**config.mk**
```make
export PLATFORM = sky130hd
export DESIGN_NAME = pl_stage_hs
export DESIGN_NICKNAME = d
export VERILOG_FILES = /design/src/rtl/pl_pkg.sv /design/src/rtl/pl_skid_entry.sv /design/src/rtl/pl_stage_hs.sv
export SDC_FILE = /design/constraint.sdc
export NUM_CORES = 1
export LEC_CHECK = 0
export ABC_AREA = 1
export BUFFER_PORTS_ARGS = -buffer_cell sky130_fd_sc_hd__buf_2
export CORE_MARGIN = 5
export CORE_UTILIZATION = 55
export CTS_CLUSTER_SIZE = 12
export DETAILED_ROUTE_END_ITERATION = 10
export HOLD_SLACK_MARGIN = 0.02
export PLACE_DENSITY_LB_ADDON = 0.3
export SYNTH_ARGS = -nofsm -noshare
export SYNTH_HDL_FRONTEND = slang
export SYNTH_HIERARCHICAL = 1
export SYNTH_SLANG_ARGS = --single-unit
```
**constraint.sdc**
```tcl
create_clock -name clock -period 1.8 [get_ports clock]
set_input_delay 0.36 -clock clock [delete_from_list [all_inputs] [get_ports clock]]
set_output_delay 0.36 -clock clock [all_outputs]
set_load 0.01 [all_outputs]
```
**src/rtl/pl_pkg.sv**
```systemverilog
// Shared types for the EX->MEM pipeline stage: control bundle, stage payload,
// skid FSM state encoding and payload width helper.
package pl_pkg;

    localparam int WORD_W = 32;
    localparam int REGN_W = 5;

    typedef struct packed {
        logic wreg;
        logic m2reg;
        logic wmem;
    } ctrl_t;

    localparam int CTRL_W = $bits(ctrl_t);

    typedef struct packed {
        ctrl_t               ctrl;
        logic [WORD_W-1:0]   alu;
        logic [WORD_W-1:0]   b;
        logic [REGN_W-1:0]   rn;
    } payload_t;

    typedef enum logic [1:0] {
        ST_EMPTY = 2'd0,
        ST_ONE   = 2'd1,
        ST_TWO   = 2'd2
    } skid_state_t;

    function automatic int payload_w(input int dw, input int rnw);
        return CTRL_W + 2 * dw + rnw;
    endfunction

endpackage

```
**src/rtl/pl_skid_entry.sv**
```systemverilog
// One pipeline entry: payload register plus valid bit. Clear only drops the
// valid bit; the payload keeps its stale value until the next load.
module pl_skid_entry
    import pl_pkg::*;
#(
    parameter int W = payload_w(WORD_W, REGN_W)
) (
    input  logic         clock,
    input  logic         reset,
    input  logic         load,
    input  logic         clear,
    input  logic [W-1:0] d,
    output logic [W-1:0] q,
    output logic         vld
);

    always_ff @(posedge clock) begin
        if (reset) begin
            q   <= '0;
            vld <= 1'b0;
        end else if (clear) begin
            vld <= 1'b0;
        end else if (load) begin
            q   <= d;
            vld <= 1'b1;
        end
    end

endmodule

```
**src/rtl/pl_stage_hs.sv**
```systemverilog
// EX->MEM pipeline stage with valid/ready handshake, flush and optional
// 2-entry skid buffer; also drives MEM-stage forwarding enable.
module pl_stage_hs
    import pl_pkg::*;
#(
    parameter int DATA_W = WORD_W,
    parameter int RN_W   = REGN_W,
    parameter int SKID   = 1
) (
    input  logic              clock,
    input  logic              reset,
    input  logic              flush,
    input  logic              e_valid,
    output logic              e_ready,
    input  logic              ewreg,
    input  logic              em2reg,
    input  logic              ewmem,
    input  logic [DATA_W-1:0] ealu,
    input  logic [DATA_W-1:0] eb,
    input  logic [RN_W-1:0]   ern,
    output logic              m_valid,
    input  logic              m_ready,
    output logic              mwreg,
    output logic              mm2reg,
    output logic              mwmem,
    output logic [DATA_W-1:0] malu,
    output logic [DATA_W-1:0] mb,
    output logic [RN_W-1:0]   mrn,
    output logic              fwd_en,
    output logic [1:0]        occ
);

    localparam int PW = payload_w(DATA_W, RN_W);

    ctrl_t          e_ctrl;
    ctrl_t          h_ctrl;
    logic [PW-1:0]  in_pl;
    logic [PW-1:0]  main_d;
    logic [PW-1:0]  main_q;
    logic           main_load;
    logic           main_clr;
    logic           vld_p1;
    logic           accept;
    logic           consume;

    assign e_ctrl  = '{wreg: ewreg, m2reg: em2reg, wmem: ewmem};
    assign in_pl   = {e_ctrl, ealu, eb, ern};
    assign accept  = e_valid & e_ready;
    assign consume = vld_p1 & m_ready;

    // EX -> MEM boundary: head (main) entry
    pl_skid_entry #(.W(PW)) u_main (
        .clock (clock),
        .reset (reset),
        .load  (main_load),
        .clear (main_clr),
        .d     (main_d),
        .q     (main_q),
        .vld   (vld_p1)
    );

    generate
        if (SKID != 0) begin : g_skid
            skid_state_t   state;
            skid_state_t   state_nxt;
            logic          skid_load;
            logic          skid_clr;
            logic          skid_vld;
            logic [PW-1:0] skid_q;

            always_ff @(posedge clock) begin
                if (reset) state <= ST_EMPTY;
                else       state <= state_nxt;
            end

            always_comb begin
                state_nxt = state;
                main_load = 1'b0;
                main_clr  = 1'b0;
                main_d    = in_pl;
                skid_load = 1'b0;
                skid_clr  = 1'b0;
                if (flush) begin
                    state_nxt = ST_EMPTY;
                    main_clr  = 1'b1;
                    skid_clr  = 1'b1;
                end else begin
                    case (state)
                        ST_EMPTY: if (accept) begin
                            main_load = 1'b1;
                            state_nxt = ST_ONE;
                        end
                        ST_ONE: begin
                            if (accept && !consume) begin
                                skid_load = 1'b1;
                                state_nxt = ST_TWO;
                            end else if (accept && consume) begin
                                main_load = 1'b1;
                            end else if (consume) begin
                                main_clr  = 1'b1;
                                state_nxt = ST_EMPTY;
                            end
                        end
                        ST_TWO: if (consume) begin
                            // skid entry is younger, so it becomes the new head
                            main_load = 1'b1;
                            main_d    = skid_q;
                            skid_clr  = 1'b1;
                            state_nxt = ST_ONE;
                        end
                        default: state_nxt = ST_EMPTY;
                    endcase
                end
            end

            pl_skid_entry #(.W(PW)) u_skid (
                .clock (clock),
                .reset (reset),
                .load  (skid_load),
                .clear (skid_clr),
                .d     (in_pl),
                .q     (skid_q),
                .vld   (skid_vld)
            );

            assign e_ready = (state != ST_TWO);
            assign occ     = {skid_vld, vld_p1 & ~skid_vld};
        end else begin : g_single
            assign e_ready = ~vld_p1 | m_ready;
            assign main_d  = in_pl;
            assign occ     = {1'b0, vld_p1};

            always_comb begin
                main_load = accept;
                main_clr  = flush | (consume & ~accept);
            end
        end
    endgenerate

    // MEM-side view: control gated by valid, data passed raw
    assign {h_ctrl, malu, mb, mrn} = main_q;
    assign m_valid = vld_p1;
    assign mwreg   = vld_p1 & h_ctrl.wreg;
    assign mm2reg  = vld_p1 & h_ctrl.m2reg;
    assign mwmem   = vld_p1 & h_ctrl.wmem;
    assign fwd_en  = mwreg & ~mm2reg & (mrn != '0);

endmodule
```
After elaboration in Yosys (flattened, before gate mapping)

Index checks and enable logic that the tools add are counted.

Register bits: 148
Bits of input ports: 77
Word-level logic and storage cells: 59

Equal/unequal tests: 7
Muxes and demuxes: 24
Bitwise operators: 12
Reductions and logical operators: 11

Operators with widths:

| kind                                                             | number |
|---|---|
| 72-bit two-way mux                                               | 3 |
| 1-bit two-way mux                                                | 14 |
| 2-bit two-way mux                                                | 5 |
| 1-bit bitwise AND                                                | 8 |
| 2-bit != test (second input constant)                            | 3 |
| 3-bit != test (second input constant)                            | 2 |
| 2-bit one-hot mux with 3 select lines                            | 1 |
| 2-bit OR reduction                                               | 3 |
| 5-bit nonzero test                                               | 1 |
| 1-bit NOT                                                        | 4 |
| 2-bit AND reduction                                              | 2 |
| 4-bit AND reduction                                              | 1 |
| 1-bit one-hot mux with 3 select lines                            | 1 |
| 2-bit by 1-bit == test with 1-bit output (second input constant) | 1 |
| 2-bit == test (second input constant)                            | 1 |
| 1-bit logical AND                                                | 2 |
| 2-bit zero test                                                  | 1 |
| 1-bit zero test                                                  | 1 |

Depth between registers and ports, before layout

Word-level depth: 9
Depth in mapped cells: 10
Gate-level depth less buffers: 9

Cells and area by module

Netlist, hierarchy kept.

Modules (own cells, without submodules):

| module        | instances | cells each | area each (µm²) |
|---|---|---|---|
| pl_skid_entry | 2         | 468        | 3160.5 |
| pl_stage_hs   | 1         | 274        | 1303.8 |

Worst setup path after synthesis

Ideal clock, no wire load.

Path type: register to register
Start point: register u_main.vld
End point: register u_main.q[3]
Library setup time: 113 ps
Data arrival time: 1470 ps
Data required time: 1687 ps
Slack: 217 ps
Cell stages (with the launch flop): 10
Path buffers: 2
Clock period less this slack: 1583 ps
Path through: dfxtp_1 nand2_1 nand2_1 nand2_1 nor2_1 buf_2 buf_2 nand3_1 nand2_1 nor2_1

Elaborated cells between the ends (all ways): 18

RTL lines:

| item                                                   | line                                 | source |
|---|---|---|
| start: declaration                                     | pl_skid_entry.sv:14                  | `output logic vld` |
| start signal: assignment                               | pl_skid_entry.sv:20                  | `vld <= 1'b0;` |
| start signal: assignment                               | pl_skid_entry.sv:22                  | `vld <= 1'b0;` |
| start signal: assignment                               | pl_skid_entry.sv:25                  | `vld <= 1'b1;` |
| 1-bit bitwise AND *                                    | pl_stage_hs.sv:49                    | `assign consume = vld_p1 & m_ready;` |
| 1-bit logical AND or 1-bit zero test (tied branches)   | pl_stage_hs.sv:97, pl_stage_hs.sv:94 |  |
| 1-bit two-way mux or 1-bit logical AND (tied branches) | pl_stage_hs.sv:97, pl_stage_hs.sv:94 |  |
| 1-bit two-way mux                                      | pl_stage_hs.sv:94                    | `if (accept && !consume) begin` |
| 1-bit one-hot mux with 3 select lines *                | pl_stage_hs.sv:88                    | `case (state)` |
| 1-bit two-way mux *                                    | pl_stage_hs.sv:83                    | `if (flush) begin` |
| named net main_load                                    | pl_stage_hs.sv:40                    | `logic main_load;` |
| 2-bit AND reduction (no line) *                        | n/a                                  |  |
| end signal: assignment                                 | pl_skid_entry.sv:19                  | `q <= '0;` |
| end signal: assignment                                 | pl_skid_entry.sv:24                  | `q <= d;` |
| end: declaration                                       | pl_skid_entry.sv:13                  | `output logic [W-1:0] q,` |

The timed path passes the listed nets; every way through them passes the cells marked *.
A chain may end at the register's enable or synchronous reset.

Worst setup path in the final report

Start point: register g_skid.state[1]
End point: register u_main.q[53]

Elaborated cells between the ends (all ways): 20

RTL lines:

| item                                    | line               | source |
|---|---|---|
| start: declaration                      | pl_stage_hs.sv:64  | `skid_state_t state;` |
| start signal: assignment                | pl_stage_hs.sv:73  | `else state <= state_nxt;` |
| 2-bit != test                           | pl_stage_hs.sv:126 | `assign e_ready = (state != ST_TWO);` |
| 1-bit bitwise AND                       | pl_stage_hs.sv:48  | `assign accept = e_valid & e_ready;` |
| 1-bit logical AND                       | pl_stage_hs.sv:97  | `end else if (accept && consume) begin` |
| 1-bit two-way mux                       | pl_stage_hs.sv:97  |  |
| 1-bit two-way mux                       | pl_stage_hs.sv:94  |  |
| 1-bit one-hot mux with 3 select lines * | pl_stage_hs.sv:88  |  |
| 1-bit two-way mux *                     | pl_stage_hs.sv:83  |  |
| named net main_load                     | pl_stage_hs.sv:40  |  |
| 2-bit AND reduction (no line) *         | n/a                |  |

Marks and branches as above.

==> flow_metrics.env <==
export IMPL_num_vias=7375
export IMPL_synth_net_count=1287
export IMPL_hold_path_startpoint="reset"
export IMPL_reg2reg_from="g_skid.state[1]$_SDFFE_PP0P_"
export IMPL_htree_num_levels=4
export IMPL_power_share_clock=0.451
export IMPL_crit_type="flip-flop to flip-flop"
export IMPL_hold_end="u_main/vld$_SDFFE_PP0P_"
export IMPL_yosysWarnings=6
export IMPL_grt_pass1_vias=6739
export IMPL_dpl_hpwl_mm=11.8
export IMPL_cp_max_fo=27
export IMPL_fin_crit_sh=0.925
export IMPL_cts_sinks=148
export IMPL_synth_seq_area_share=0.389
export IMPL_rsz0062_at_grt="no"
export IMPL_leakage_nw=4.90
export IMPL_p_comb_frac=0.116
export IMPL_cts_root_buf="clkbuf_16"
export IMPL_fp_dieW_um=128
export IMPL_grt_start_max_net_pins=73
export IMPL_mostFrequentLayoutCells="nand2_1 (343), nor2_1 (295), inv_1 (153), buf_2 (153), nand3_1 (148)"
export IMPL_io_pins=154
export IMPL_irDropWorstVdd_v=0.000629
export IMPL_cts_buffer_depth=2
export IMPL_tightest_slew_ns=0.362
export IMPL_synthToLayoutAreaGrowth_pct=17.7
export IMPL_max_clock_freq_mhz=601
export IMPL_crit_arrival_ns=2.02
export IMPL_intPower_mw=6.02
export IMPL_worst_r2r_endpoint="u_main/q[53]$_SDFFE_PP0P_"
export IMPL_drive_above_1_share=0.186
export IMPL_drv_slew=0
export IMPL_routed_wl_mm=19.2
export IMPL_ctsResizeCount=0
export IMPL_first_pass_iters=7
export IMPL_period_needed_ns=1.66
export IMPL_cpMostUsedCell="nor2_1"
export IMPL_crit_path_start="g_skid.state[1]$_SDFFE_PP0P_"
export IMPL_synth_area_per_cell_um2=6.30
export IMPL_cp_required_ns=2.16
export IMPL_worstSkewPairLatency_ns=0.42
export IMPL_final_area_um2=8980
export IMPL_synth_cells=1210
export IMPL_p_sw_mw=1.95
export IMPL_switching_share=0.244
export IMPL_place_inst=1490
export IMPL_critPathCaptureType="flip-flop"
export IMPL_dieHeight_um=128
export IMPL_skew_ns=0.00527
export IMPL_reg2reg_depth=9
export IMPL_fin_cells=1523
export IMPL_grtUsageTotal=0.235
export IMPL_vias_per_cell=4.84
export IMPL_netlist_area_um2=7620
export IMPL_hold_viol_final=0
export IMPL_ctsHoldBuffers=0
export IMPL_min_path_cells=2
export IMPL_wl_per_cell_um=12.6
export IMPL_cts_tree="built"
export IMPL_slew_headroom=0.759
export IMPL_clkSlewWorstSetupHoldPaths_ns=0.06
export IMPL_core_area_um2=13700
export IMPL_dieArea_um2=16300
export IMPL_rows=43
export IMPL_seq_power_share=0.433
export IMPL_postCtsSetupBuffers=0
export IMPL_startpoint_type="flip-flop"
export IMPL_status="complete, no violations"
export IMPL_final_nets=1407
export IMPL_antenna_found_initial=2
export IMPL_gp_congestion=0.831
export IMPL_antenna_left=0
export IMPL_ys_ff_latch=148
export IMPL_tns_ns=0
export IMPL_io_buffers=153
export IMPL_rrSetupSlack_ns=0.14
export IMPL_finalSetupViolCount=0
export IMPL_cts_buffers=17
export IMPL_max_stage_delay_ns=0.42
export IMPL_cpMaxStageDelayCell="dfxtp_2"
export IMPL_hold_class="input pin to flip-flop"
export IMPL_drc_errors=0
export IMPL_p_per_area_nw_per_um2=888
export IMPL_overflow=0
export IMPL_maxCapViolCount=0
export IMPL_layout_commonest_cell="nand2_1"
export IMPL_synth_cell_types=18
export IMPL_grt_first_pass_wirelength_mm=31.5
export IMPL_crit_chain="nor2_1, nor2_1, nand2_1, nor2_4, inv_2, nor2_4, clkbuf_16, nor2_1, nor2_1"
export IMPL_dpl_instance_area_um2=8340
export IMPL_initialDrtViolationCount=631
export IMPL_initial_core_util=0.556
power groups by stage:
stage,Combinational [mW],Clock [mW],Sequential [mW]
after floorplan,0.561,0,3.56
after global placement,0.897,0,3.52
after detailed placement,0.907,0,3.52
after CTS,0.915,3.65,3.45
after global routing,1.04,3.80,3.46
final,0.922,3.60,3.45
logic make-up after synthesis:
| kind of cell | share of synthesized area |
|---|---|
| AOI/OAI and AO/OA | 0.00131 |
| buffers and inverters | 0.160 |
| DFF | 0.389 |
| and+or+nand+nor | 0.450 |
through the flow:
step                hold slack (ns)  setup slack [ns]  utilization  total power, mW
floorplan                     0.437             0.217            -             4.12
global route                  0.205            0.0124        0.654             8.31
detailed placement            0.465            0.0706        0.608             4.43
global placement              0.457             0.132        0.608             4.42
CTS                           0.184            0.0298        0.652             8.01
finish                        0.194             0.135        0.654             7.97
flip-flops by register name, summed over array words and instances, names as in the netlist:
name	flops
g_skid.state	2
g_skid.u_skid/q	72
u_main/q	72
u_main/vld	1
g_skid.u_skid/vld	1
metal layers:
metal,track usage,vias up,part of all wire
met4,0.0799,2,0.019
met1,0.298,3266,0.44
met3,0.0546,36,0.065
li1,-,3831,-
met2,0.394,240,0.48
met5,0,-,0.00057
synthesized netlist by cell type:
library cell | n | area (um^2)
nor2_4 | 2 | 22.5
buf_1 | 14 | 52.6
buf_8 | 4 | 60.1
nand2_2 | 30 | 188
nor3_1 | 4 | 20.0
nor2_8 | 1 | 20.0
nand2_1 | 343 | 1290
dfxtp_1 | 148 | 2960
a21oi_1 | 2 | 10.0
nand3_1 | 148 | 741
buf_6 | 28 | 315
nor2_1 | 296 | 1110
buf_2 | 21 | 105
nand4_4 | 2 | 42.5
inv_1 | 154 | 578
buf_12 | 3 | 60.1
buf_4 | 3 | 22.5
inv_2 | 7 | 26.3
cell type report:
| cell class | instances | area, um^2 |
|---|---|---|
| Sequential cell | 148 | 2970 |
| Clock inverter | 9 | 128 |
| Timing Repair Buffer | 174 | 1120 |
| Tap cell | 180 | 225 |
| Fill cell | 1298 | 4740 |
| Clock buffer | 22 | 474 |
| Multi-Input combinational cell | 828 | 3450 |
| Antenna cell | 1 | 2.50 |
| Inverter | 161 | 604 |
worst max-delay path, delay by kind of cell, from the launching register on:
family                 cells  cell delay, ns
AND/OR/NAND/NOR            7            0.85
buffers and inverters      2            0.34
flip-flops                 1            0.42
how the worst max path moves through the flow:
stage / cells after the start / slack, ns / endpoint
after CTS: 6 / 0.03 / fwd_en
final: 9 / 0.14 / u_main/q[53]$_SDFFE_PP0P_
after global placement: 9 / 0.13 / u_main/q[36]$_SDFFE_PP0P_
after detailed placement: 9 / 0.07 / u_main/q[26]$_SDFFE_PP0P_
after global routing: 10 / 0.01 / u_main/q[33]$_SDFFE_PP0P_
after floorplan: 9 / 0.22 / u_main/q[3]$_SDFFE_PP0P_
(Power assumes the default switching activity.)
